$ cat src/rtl/vid_timing_pkg.sv
// Shared timing defaults, the per-axis timing description, and the centering
// offset helpers shared by both counter axes.
package vid_timing_pkg;

  localparam int DEF_H_ACTIVE = 288;
  localparam int DEF_H_FP     = 20;
  localparam int DEF_H_SYNC   = 32;
  localparam int DEF_H_BP     = 44;
  localparam int DEF_V_ACTIVE = 224;
  localparam int DEF_V_FP     = 11;
  localparam int DEF_V_SYNC   = 7;
  localparam int DEF_V_BP     = 22;

  typedef struct packed {
    int active;
    int fp;
    int sync;
    int bp;
  } axis_timing_t;

  typedef logic signed [3:0] ofs_t;

  function automatic int axis_total(axis_timing_t t);
    return t.active + t.fp + t.sync + t.bp;
  endfunction

  // Largest offset magnitude that keeps sync inside the blanking interval.
  function automatic int ofs_limit(axis_timing_t t);
    return ((t.fp < t.bp) ? t.fp : t.bp) - 1;
  endfunction

  function automatic ofs_t clamp_ofs(ofs_t ofs, int lim);
    int v;
    v = int'(ofs);
    if (v > lim) v = lim;
    if (v < -lim) v = -lim;
    return ofs_t'(v);
  endfunction

endpackage

$ cat src/rtl/sync_axis.sv
// One timing axis: position counter plus registered blank and sync flags.
// Flags follow the counter by one enable; the counter itself moves on ce & step.
module sync_axis
  import vid_timing_pkg::*;
#(
  parameter int ACTIVE = DEF_H_ACTIVE,
  parameter int FP     = DEF_H_FP,
  parameter int SYNC   = DEF_H_SYNC,
  parameter int BP     = DEF_H_BP,
  parameter int CW     = 9
) (
  input  logic          clk,
  input  logic          rst_n,
  input  logic          ce,
  input  logic          step,
  input  logic          ofs_ld,
  input  logic [3:0]    ofs,
  output logic [CW-1:0] cnt,
  output logic          at_end,
  output logic          act,
  output logic          blk,
  output logic          syn
);

  localparam axis_timing_t TIM = '{ACTIVE, FP, SYNC, BP};
  localparam int TOTAL     = axis_total(TIM);
  localparam int LIM       = ofs_limit(TIM);
  localparam int SYNC_BASE = ACTIVE + FP;

  ofs_t ofs_l;
  int   syn_start;
  logic syn_c;

  assign at_end = (cnt == CW'(TOTAL - 1));
  assign act    = (int'(cnt) < ACTIVE);

  always_comb begin
    syn_start = SYNC_BASE - int'(ofs_l);
    syn_c     = (int'(cnt) >= syn_start) && (int'(cnt) < syn_start + SYNC);
  end

  always_ff @(posedge clk or negedge rst_n) begin
    if (!rst_n) begin
      cnt   <= '0;
      ofs_l <= '0;
      blk   <= 1'b1;
      syn   <= 1'b0;
    end else if (ce) begin
      blk <= ~act;
      syn <= syn_c;
      if (step) cnt <= at_end ? '0 : cnt + CW'(1);
      // The offset is only reloaded at the frame boundary so a frame never tears.
      if (ofs_ld) ofs_l <= clamp_ofs(ofs_t'(ofs), LIM);
    end
  end

endmodule

$ cat src/rtl/hv_timing_gen.sv
// Horizontal/vertical video timing generator with centering offsets,
// registered blank/sync/DE, gated pixel output, and line/frame start pulses.
module hv_timing_gen
  import vid_timing_pkg::*;
#(
  parameter int H_ACTIVE = DEF_H_ACTIVE,
  parameter int H_FP     = DEF_H_FP,
  parameter int H_SYNC   = DEF_H_SYNC,
  parameter int H_BP     = DEF_H_BP,
  parameter int V_ACTIVE = DEF_V_ACTIVE,
  parameter int V_FP     = DEF_V_FP,
  parameter int V_SYNC   = DEF_V_SYNC,
  parameter int V_BP     = DEF_V_BP,
  parameter int POS_W    = 9,
  parameter int RGB_W    = 12,
  parameter int SYNC_POL = 0
) (
  input  logic             MCLK,
  input  logic             RESET_N,
  input  logic             PCE,
  input  logic [3:0]       HOFS,
  input  logic [3:0]       VOFS,
  input  logic [RGB_W-1:0] iRGB,
  output logic [POS_W-1:0] HPOS,
  output logic [POS_W-1:0] VPOS,
  output logic [RGB_W-1:0] oRGB,
  output logic             HBLK,
  output logic             VBLK,
  output logic             DE,
  output logic             HSYN,
  output logic             VSYN,
  output logic             LSTART,
  output logic             FSTART
);

  localparam int   H_TOTAL = axis_total('{H_ACTIVE, H_FP, H_SYNC, H_BP});
  localparam int   V_TOTAL = axis_total('{V_ACTIVE, V_FP, V_SYNC, V_BP});
  localparam int   H_CW    = $clog2(H_TOTAL);
  localparam int   V_CW    = $clog2(V_TOTAL);
  localparam logic SYN_INV = (SYNC_POL == 0);

  logic [H_CW-1:0] hcnt;
  logic [V_CW-1:0] vcnt;
  logic h_end, v_end, h_act, v_act, h_syn, v_syn;
  logic frame_end;

  assign frame_end = h_end & v_end;

  sync_axis #(
    .ACTIVE(H_ACTIVE), .FP(H_FP), .SYNC(H_SYNC), .BP(H_BP), .CW(H_CW)
  ) u_h_axis (
    .clk(MCLK), .rst_n(RESET_N), .ce(PCE), .step(1'b1),
    .ofs_ld(frame_end), .ofs(HOFS),
    .cnt(hcnt), .at_end(h_end), .act(h_act), .blk(HBLK), .syn(h_syn)
  );

  sync_axis #(
    .ACTIVE(V_ACTIVE), .FP(V_FP), .SYNC(V_SYNC), .BP(V_BP), .CW(V_CW)
  ) u_v_axis (
    .clk(MCLK), .rst_n(RESET_N), .ce(PCE), .step(h_end),
    .ofs_ld(frame_end), .ofs(VOFS),
    .cnt(vcnt), .at_end(v_end), .act(v_act), .blk(VBLK), .syn(v_syn)
  );

  assign HPOS = POS_W'(hcnt);
  assign VPOS = POS_W'(vcnt);
  assign HSYN = h_syn ^ SYN_INV;
  assign VSYN = v_syn ^ SYN_INV;

  // Start pulses are qualified by PCE so they stay one MCLK wide at any PCE rate.
  always_ff @(posedge MCLK or negedge RESET_N) begin
    if (!RESET_N) begin
      DE     <= 1'b0;
      oRGB   <= '0;
      LSTART <= 1'b0;
      FSTART <= 1'b0;
    end else begin
      LSTART <= PCE && (hcnt == '0);
      FSTART <= PCE && (hcnt == '0) && (vcnt == '0);
      if (PCE) begin
        DE   <= h_act & v_act;
        oRGB <= (h_act & v_act) ? iRGB : '0;
      end
    end
  end

endmodule

$ cat config.mk
export PLATFORM = sky130hd
export DESIGN_NAME = hv_timing_gen
export DESIGN_NICKNAME = d
export VERILOG_FILES = /design/src/rtl/vid_timing_pkg.sv /design/src/rtl/sync_axis.sv /design/src/rtl/hv_timing_gen.sv
export SDC_FILE = /design/constraint.sdc
export NUM_CORES = 1
export LEC_CHECK = 0
export ABC_CLOCK_PERIOD_IN_PS = 2100
export BUFFER_PORTS_ARGS = -buffer_cell sky130_fd_sc_hd__buf_2
export CORE_MARGIN = 8
export CORE_UTILIZATION = 41
export DETAILED_ROUTE_END_ITERATION = 6
export PLACE_DENSITY = 0.66
export SLEW_MARGIN = 15
export SYNTH_ARGS = -nofsm -noshare
export SYNTH_HDL_FRONTEND = slang
export SYNTH_SLANG_ARGS = --single-unit
$ cat constraint.sdc
create_clock -name MCLK -period 2.1 [get_ports MCLK]
set_input_delay 0.42 -clock MCLK [delete_from_list [all_inputs] [get_ports MCLK]]
set_output_delay 0.42 -clock MCLK [all_outputs]
set_load 0.03 [all_outputs]
==> out/qor.csv, run 1 <==
metric,value,unit
ys_seq_area_share,42.2,%
finalHoldViolations,0,
ys_types,47,
cts_buffer_depth,2,
synthAdderAreaFrac,15.0,%
drt_iter0_drc,56,
synth_mux_area_share,6.08,%
synth_cells,245,
post-route-cell-area,3490,sq um
numCtsBuffers,5,
r2r_start,u_v_axis.ofs_l[2]$_DFFE_PN0P_,
final_cells,413,
floorplan.initialDensity,42.1,%
drv_slew,0,
powerDensity,685,nW/um^2
ff2ff_setup_slack,0.07,ns
portBuffers,59,
synth_xor_area_share,4.91,%
synth_top_family_by_area,simple AND/OR/NAND/NOR gates,
cts.clk_slew.worst_paths,0.09,ns
die_h,96.8,microns
htree_num_levels,2,
timing.final.ws_setup,0.0732,ns
rsz0062_at_grt,yes,
setup_viol,0,
status,"finished, final reports clean",
fp.dieW,96.8,microns
reg2reg_depth,9,
min_period_over_period,96.5,%
nFillCells,574,
routed-via-count,2135,
max_freq,493,MHz
place_inst,403,
hold_path_class,in2async,
core,6350,sq um
antenna_cells,0,
gr-total-overflow,0,
dieArea,9370,sq um
postRouteWirelength,6.32,mm
insertion_delay,0.30,ns
netlist_area,2680,sq um
period_needed,2.03,ns
cts_hold_buf,0,
synth_seq_cells,45,
grt_max_degree,21,
first_global_vias,2334,
track_usage,13.7,%
cts-root-buf,clkbuf_8,
synth_area_leaders,"dfrtp_1 40%, ha_1 15%, mux2_4 4.5%, a22o_1 3.9%, xnor2_1 3.6%",
timing.rr.end,u_v_axis.syn$_DFFE_PN0P_,
yosys_warnings,0,
synth_top_cell_area_share,40.2,%
num-nets-final,390,
cp-end-kind,register,
grt_first_pass_wirelength,10.9,mm
crit_path_start_kind,register,
ant_nets,0,
leakage,1.77,nW
pin_count,60,
clock_skew,0.00425,ns
wl_per_cell,15.3,microns
num_rows,29,
critPathArrivalTime,2.25,ns
cts_tree,done,
crit_type,reg2reg,
syn-mean-instance-area,10.9,sq um
dp_hpwl,4.99,mm
vias_per_cell,5.17,
drive_above_1_share,39.3,%
required,2.33,ns
gp_congestion,0.823,
antenna_found_initial,0,
clock-sinks,45,
synth_compound_area_share,11.4,%
synthSimpleGateAreaFrac,16.7,%
area_growth_syn_to_layout,30.2,%
path_max_fanout,3,
placed_area,3260,sq um
drv_cap,0,
drc_errors,0,
peakVddDrop,0.493,mV
drtPass1Iterations,4,
dp_slack,-0.0598,ns
hold_slack,0.0591,ns
yosysTopAreaCell,dfrtp_1,
logic make-up after synthesis:
kind of cell	Yosys count
muxes	12
AOI/OAI and AO/OA	43
DFF	45
xor gates and xnor gates	15
and+or+nand+nor	73
other	2
adders and majority gates	32
buffers and inverters	23
flip-flops by register name, indices dropped and copies added (netlist names):
| register | flops |
|---|---|
| DE | 1 |
| FSTART | 1 |
| LSTART | 1 |
| oRGB | 12 |
| u_h_axis.blk | 1 |
| u_h_axis.cnt | 9 |
| u_h_axis.ofs_l | 4 |
| u_h_axis.syn | 1 |
| u_v_axis.blk | 1 |
| u_v_axis.cnt | 9 |
| u_v_axis.ofs_l | 4 |
| u_v_axis.syn | 1 |
where the power goes:
part,internal [mW],total [mW],switching [mW],leakage [nW]
logic,0.271,0.713,0.442,1.14
clock network,0.387,0.687,0.300,0.0574
registers,0.942,0.988,0.0460,0.569
worst max-delay path: stages (launching register included):
cell	delay [ns]
dfrtp_1	0.40
inv_2	0.12
buf_4	0.13
and3_4	0.19
nor3_4	0.04
ha_1	0.30
a21o_1	0.19
a2111oi_4	0.33
a21oi_1	0.11
nor3_2	0.14
placed cells by master, fill, tap and decap left out, drive strengths merged, types with 2 or more instances in the layout:
cell	count
nor3	7
and4	2
o21a	3
clkbuf	6
a211oi	4
nand4	4
conb	3
nor4	3
ha	32
a21o	4
or4	2
and2	3
dfrtp	43
inv	18
dfstp	2
o211ai	2
buf	87
xnor2	11
nor2	8
nand4b	3
o21ai	8
a22o	12
nor3b	3
a21oi	6
mux2	10
nand2	11
nand2b	2
nor2b	6
nand3	10
mux2i	2
xor2	4
and3	5
cell type report:
type | instances | area, sq um | area share, %
clock buffer | 6 | 82.6 | 2.37
sequential | 45 | 1130 | 32.4
timing repair buffer | 87 | 509 | 14.6
inverter | 18 | 67.6 | 1.94
tap | 77 | 96.3 | 2.76
clock inverter | 2 | 37.5 | 1.08
multi-input combinational | 178 | 1560 | 44.8
metal layers:
| layer | track usage [%] | routed length [microns] | vias up |
|---|---|---|---|
| met2 | 24.5 | 3250 | 41 |
| met1 | 15.8 | 2680 | 1032 |
| met5 | 0 | 0 | - |
| li1 | - | - | 1058 |
| met3 | 3.98 | 354 | 4 |
| met4 | 2.72 | 41 | 0 |
synth_stat cells, drive strengths merged:
master and instances:
nor2b 6, and2 3, o211a 1, nand2b 2, a2111oi 1, a31oi 1, a211oi 4, and4b 1
a22o 12, inv 18, nand3b 1, xnor2 11, o211ai 2, and3b 1, nor4 3, conb 2
mux2 10, nand4b 3, dfrtp 43, and3 5, a21o 4, nor3 7, nand3 10, and4 2
mux2i 2, or4 2, o31ai 1, ha 32, a21oi 6, buf 1, nor3b 3, nand4 4
clkbuf 4, dfstp 2, o21ai 8, or3 1, nor2 8, nand2 11, o21a 3, xor2 4
per-stage QoR:
stage	setup TNS, ns	power (mW)	util [%]
global placement	-0.00765	1.71	51.3
CTS	0	2.42	53.5
floorplan	0	1.44	-
detailed placement	-0.0598	1.72	51.3
finish	0	2.39	54.9
global route	-0.0492	2.53	54.9
repair_timing:
item / CTS / global route
endpoints found under the setup margin: 1 / 2
pin swaps: 4 / 9
setup buffers: 0 / 2
resized for setup: 4 / 17
worst max path at each step:
stage | start | end | slack, ns | depth (start not counted)
floorplan | u_v_axis.ofs_l[2]$_DFFE_PN0P_ | u_v_axis.syn$_DFFE_PN0P_ | 0.004 | 9
global placement | u_v_axis.ofs_l[2]$_DFFE_PN0P_ | u_v_axis.syn$_DFFE_PN0P_ | -0.008 | 9
CTS | u_v_axis.ofs_l[2]$_DFFE_PN0P_ | u_v_axis.syn$_DFFE_PN0P_ | 0.01 | 9
detailed placement | u_v_axis.ofs_l[2]$_DFFE_PN0P_ | u_v_axis.syn$_DFFE_PN0P_ | -0.06 | 9
finish | u_v_axis.ofs_l[2]$_DFFE_PN0P_ | u_v_axis.syn$_DFFE_PN0P_ | 0.07 | 9
global route | u_v_axis.ofs_l[2]$_DFFE_PN0P_ | u_v_axis.syn$_DFFE_PN0P_ | -0.05 | 8
Power figures use the tool's default switching activity.
==> inputs of run 2 (changes only) <==
Settings changed: ABC_AREA set to 1, PLACE_DENSITY 0.66 to 0.65.
==> run 2 against run 1 <==
Global-route usage increased by 0.32 points. Critical path depth increased by 2. Wire length increased by 3.5%. Cell count increased by 25%. Die area increased by 6.4%. Register-to-register slack improved by 0.12 ns. Total power increased by 13%. Sequential cell count unchanged. Clock skew increased by 0.0080 ns. Setup slack improved by 0.12 ns. Clock-buffer cell count decreased by 1. Critical path type unchanged.
==> out/qor.csv, run 2 <==
metric,value,unit
synth_cells,350,
peakVddDrop,0.354,mV
cts_hold_buf,0,
cts_tree,done,
dieArea,9970,sq um
syn-mean-instance-area,8.24,sq um
period_needed,1.90,ns
wl_per_cell,12.7,microns
yosysTopAreaCell,dfrtp_1,
leakage,1.89,nW
grt_first_pass_wirelength,11.6,mm
powerDensity,790,nW/um^2
p_total,2.70,mW
gp_congestion,0.848,
max_freq,525,MHz
floorplan.initialDensity,42.4,%
ys_seq_area_share,39.1,%
vias_per_cell,4.71,
p_switching,1.16,mW
die_h,99.9,microns
regMostFlops,oRGB,
synth_seq_cells,45,
hold_slack,0.0223,ns
fp.dieW,99.9,microns
r2r_start,u_v_axis.ofs_l[2]$_DFFE_PN0P_,
drv_cap,0,
reg_top3,"oRGB: 12 flops, u_h_axis.cnt: 9 flops, u_v_axis.cnt: 9 flops",
pwr-share-clk,21.2,%
dp_hpwl,5.06,mm
status,"finished, final reports clean",
synth_most_common_cell,nand2_1,
max_stage_delay,0.40,ns
insertion_delay,0.31,ns
synth_flop_cell,dfrtp_1,
cp-end-kind,register,
required,2.35,ns
combPwrFrac,35.5,%
crit_type,reg2reg,
drive_above_1_share,24.2,%
setup_viol,0,
cts_buffer_depth,2,
synth_area_leaders,"dfrtp_1 37%, nand2_1 14%, ha_1 14%, nand3_1 5.6%, inv_1 4.6%",
clock_skew,0.0123,ns
synth_edf_count,0,
hold_path_class,in2async,
area_growth_syn_to_layout,18.7,%
htree_num_levels,2,
first_global_vias,2485,
path_max_fanout,4,
p_int,1.54,mW
place_inst,504,
finalHoldViolations,0,
ant_nets,0,
postRouteWirelength,6.55,mm
placed_area,3290,sq um
routed-via-count,2436,
crit_path_start_kind,register,
num-nets-final,475,
ys_async_sr_fraction,100,%
cts.clk_slew.worst_paths,0.10,ns
final.setup.tns,0,ns
drv_slew,0,
dp_slack,0.142,ns
portBuffers,59,
seq_power_share,43.3,%
crit_slowest_cell,dfrtp_1,
yosys_warnings,0,
netSwitchingFraction,42.8,%
gr-total-overflow,0,
pin_count,60,
antenna_found_initial,0,
antenna_cells,0,
numCtsBuffers,5,
min_period_over_period,90.6,%
final_cells,517,
critPathArrivalTime,2.15,ns
cts-root-buf,clkbuf_8,
timing.final.ws_setup,0.196,ns
rsz0062_at_grt,no,
drc_errors,0,
drt_iter0_drc,82,
clock-sinks,45,
final_cell_mix,"109 x nand2_1, 59 x buf_2, 43 x dfrtp_1",
mostFrequentLayoutCell,nand2_1,
utilization,50.4,%
synth_commonest_cells,"109 x nand2_1, 43 x dfrtp_1, 35 x inv_1",
ys_types,36,
num_rows,30,
synth_top_cell_area_share,37.3,%
largest_reg_flops,12,
critPathLaunch,u_v_axis.ofs_l[2]$_DFFE_PN0P_,
cp_cell_sequence,inv_2 > ha_1 > nor3b_1 > ha_1 > a21oi_1 > nor2_1 > nor2_1 > nand2_1 > nand2_1 > nand3_1 > nand2_1,
track_usage,14.1,%
post-route-cell-area,3420,sq um
path_common_cell,nand2_1,
drtPass1Iterations,4,
core,6790,sq um
grt_max_degree,18,
netlist_area,2880,sq um
==> run 2: cell type report <==
type	instances	area [sq um]
fill	659	3370
multi-input combinational	260	1570
sequential	45	1130
timing repair buffer	68	363
inverter	40	150
tap	96	120
clock buffer	5	68.8
clock inverter	3	25.0
==> run 2: cell families after synthesis <==
group / synth area share (%)
xor gates and xnor gates: 3.65
and+or+nand+nor: 30.9
buffers and inverters: 6.64
DFF: 39.1
other: 0.261
AOI/OAI and AO/OA: 5.56
adders and majority gates: 13.9
==> run 2: final timing paths <==
check / to / slack (ns) / cells past startpoint
setup / recovery: u_v_axis.syn$_DFFE_PN0P_ / 0.20 / 11
hold / removal: u_v_axis.cnt[8]$_DFFE_PN0P_ / 0.02 / 1
setup reg to reg: u_v_axis.syn$_DFFE_PN0P_ / 0.20 / 11
hold reg to reg: oRGB[7]$_DFFE_PN0P_ / 0.48 / 2
max in group asynchronous: u_v_axis.blk$_DFFE_PN1P_ / 1.47 / 2
min in group MCLK: u_h_axis.ofs_l[1]$_DFFE_PN0P_ / 0.32 / 3
==> run 2: layer usage <==
metal / track usage [%] / part of all wire, % / vias to the layer above
met5: 0 / 0 / -
met4: 4.19 / 0.90 / 0
met3: 3.67 / 5.5 / 5
met2: 24.1 / 48 / 50
met1: 16.8 / 46 / 1124
li1: - / - / 1257
==> run 2: what timing repair did <==
| item | in CTS | in global routing |
|---|---|---|
| endpoints found under the setup margin | 0 | 1 |
| gates resized for setup | 0 | 1 |
| setup buffers | 0 | 5 |
| hold endpoints to repair | 0 | 0 |
==> run 2: power by group through the flow <==
stage	Sequential (mW)	Clock, mW	Combinational (mW)
after global placement	1.19	0	0.954
after global routing	1.20	0.624	1.07
after floorplan	1.44	0	0.405
final	1.17	0.572	0.959
after CTS	1.17	0.595	0.972
after detailed placement	1.19	0	0.968
==> run 2: critical path: cells and delay by family (launching register included) <==
family | cells | cell delay (ns)
buffers and inverters | 1 | 0.07
DFF | 1 | 0.40
AOI/OAI and AO/OA | 1 | 0.13
and+or+nand+nor | 7 | 0.60
adders and majority gates | 2 | 0.65
==> inputs of run 3 (changes only) <==
Settings changed: ABC_CLOCK_PERIOD_IN_PS 2100 to 2450, PLACE_DENSITY 0.65 to not set.
Clock period 2.1 ns to 2.45 ns, I/O delays scaled along.
==> run 3 against run 2 <==
Wire length decreased by 4.7%. Combinational power decreased by 15%. Clock skew decreased by 0.0028 ns. Non-clock buffer count is 6 lower. Core utilization fell by 0.66 points.
==> out/qor.csv, run 3 (same netlist as run 2, synthesis figures left out) <==
metric,value,unit
ff2ff_setup_slack,0.48,ns
num-nets-final,469,
antenna_found_initial,0,
finalHoldViolations,0,
critPathLaunch,u_v_axis.ofs_l[2]$_DFFE_PN0P_,
floorplan.initialDensity,42.4,%
utilization,49.7,%
path_max_fanout,4,
core,6790,sq um
num_rows,30,
cp-end-kind,register,
first_global_vias,2353,
drtPass1Iterations,4,
reg2reg_depth,11,
hold_path_class,in2async,
dieArea,9970,sq um
antenna_cells,0,
drv_slew,0,
gr-total-overflow,0,
htree_num_levels,2,
vias_per_cell,4.61,
worst_pin_slew,0.563,ns
min_period_over_period,80.4,%
cp-endpoint,u_v_axis.syn$_DFFE_PN0P_,
period_needed,1.97,ns
p_switching,0.987,mW
routed-via-count,2357,
drt_iter0_drc,94,
peakVddDrop,0.213,mV
path_common_cell,nand2_1,
postRouteWirelength,6.24,mm
critPathArrivalTime,2.22,ns
seq_power_share,43.5,%
max_freq,508,MHz
status,"finished, final reports clean",
cts.clk_slew.worst_paths,0.10,ns
p_int,1.32,mW
cts_tree,done,
timing.rr.end,u_v_axis.syn$_DFFE_PN0P_,
track_usage,13.3,%
powerDensity,683,nW/um^2
die_h,99.9,microns
cp_cell_sequence,inv_1 > ha_1 > nor3b_1 > ha_1 > a21oi_1 > nor2_1 > nor2_1 > nand2_1 > nand2_1 > nand3_1 > nand2_1,
drc_errors,0,
post_cts_buffers,0,
clock-sinks,45,
fp.dieW,99.9,microns
reg_top3,"oRGB: 12 flops, u_h_axis.cnt: 9 flops, u_v_axis.cnt: 9 flops",
crit_type,reg2reg,
dp_hpwl,4.79,mm
netSwitchingFraction,42.8,%
numCtsBuffers,5,
combPwrFrac,35.4,%
grt_first_pass_wirelength,10.9,mm
drv_cap,0,
r2r_start,u_v_axis.ofs_l[2]$_DFFE_PN0P_,
area_growth_syn_to_layout,17.1,%
clock_skew,0.00944,ns
setup_viol,0,
final_cell_mix,"109 x nand2_1, 59 x buf_2, 43 x dfrtp_1",
rsz0062_at_grt,no,
gp_congestion,0.864,
portBuffers,59,
mostFrequentLayoutCell,nand2_1,
crit_path_start_kind,register,
required,2.70,ns
insertion_delay,0.31,ns
leakage,1.85,nW
grt_max_degree,46,
cts-root-buf,clkbuf_8,
cts_hold_buf,0,
max_stage_delay,0.41,ns
final.setup.tns,0,ns
slew_headroom,62.5,%
ctsResizeCount,0,
pin_count,60,
wl_per_cell,12.2,microns
largest_reg_flops,12,
cts_buffer_depth,2,
pwr-share-clk,21.2,%
drive_above_1_share,22.9,%
regMostFlops,oRGB,
ant_nets,0,
crit_slowest_cell,dfrtp_1,
==> run 3: critical path: cells and delay by family, from the launching register on <==
kind	cells	cell delay, ns
adders and majority gates	2	0.67
DFF	1	0.41
buffers and inverters	1	0.11
AOI/OAI and AO/OA	1	0.13
and+or+nand+nor	7	0.61
==> run 3: worst min path at each step <==
stage | start | end | cells past startpoint
floorplan | RESET_N | DE$_DFFE_PN0P_ | 0
global route | RESET_N | oRGB[4]$_DFFE_PN0P_ | 2
CTS | RESET_N | oRGB[2]$_DFFE_PN0P_ | 2
global placement | oRGB[3]$_DFFE_PN0P_ | oRGB[3]$_DFFE_PN0P_ | 2
finish | RESET_N | oRGB[6]$_DFFE_PN0P_ | 2
detailed placement | oRGB[6]$_DFFE_PN0P_ | oRGB[6]$_DFFE_PN0P_ | 2
==> run 3: final cells by class <==
class / instances / area (sq um)
Fill cell: 689 / 3420
Timing Repair Buffer: 62 / 318
Tap cell: 96 / 120
Clock buffer: 5 / 68.8
Multi-Input combinational cell: 260 / 1570
Inverter: 40 / 150
Sequential cell: 45 / 1130
Clock inverter: 3 / 25.0
==> run 3: metal layers <==
metal | up-vias | global-route usage [%] | routed length [microns]
met5 | - | 0 | 0
met4 | 0 | 3.49 | 44
met3 | 4 | 3.04 | 306
met2 | 43 | 22.0 | 2810
met1 | 1063 | 17.0 | 3080
li1 | 1247 | - | -
==> run 3: power by group through the flow <==
stage	Clock [mW]	Sequential (mW)	Combinational [mW]
floorplan	0	1.24	0.347
global placement	0	1.02	0.816
detailed placement	0	1.02	0.830
CTS	0.516	1.00	0.831
global route	0.535	1.03	0.916
finish	0.489	1.00	0.816
==> run 3: metrics by stage <==
step / area (sq um) / total power [mW] / std cells / setup slack, ns / hold WS (ns)
after floorplan: 2890 / 1.58 / 351 / 0.675 / 0.194
after global placement: 3280 / 1.84 / 503 / 0.599 / 0.457
after detailed placement: 3280 / 1.85 / 503 / 0.509 / 0.460
after CTS: 3380 / 2.35 / 511 / 0.480 / 0.267
after global routing: 3380 / 2.48 / 511 / 0.223 / 0.301
final: 3380 / 2.31 / 511 / 0.480 / 0.243
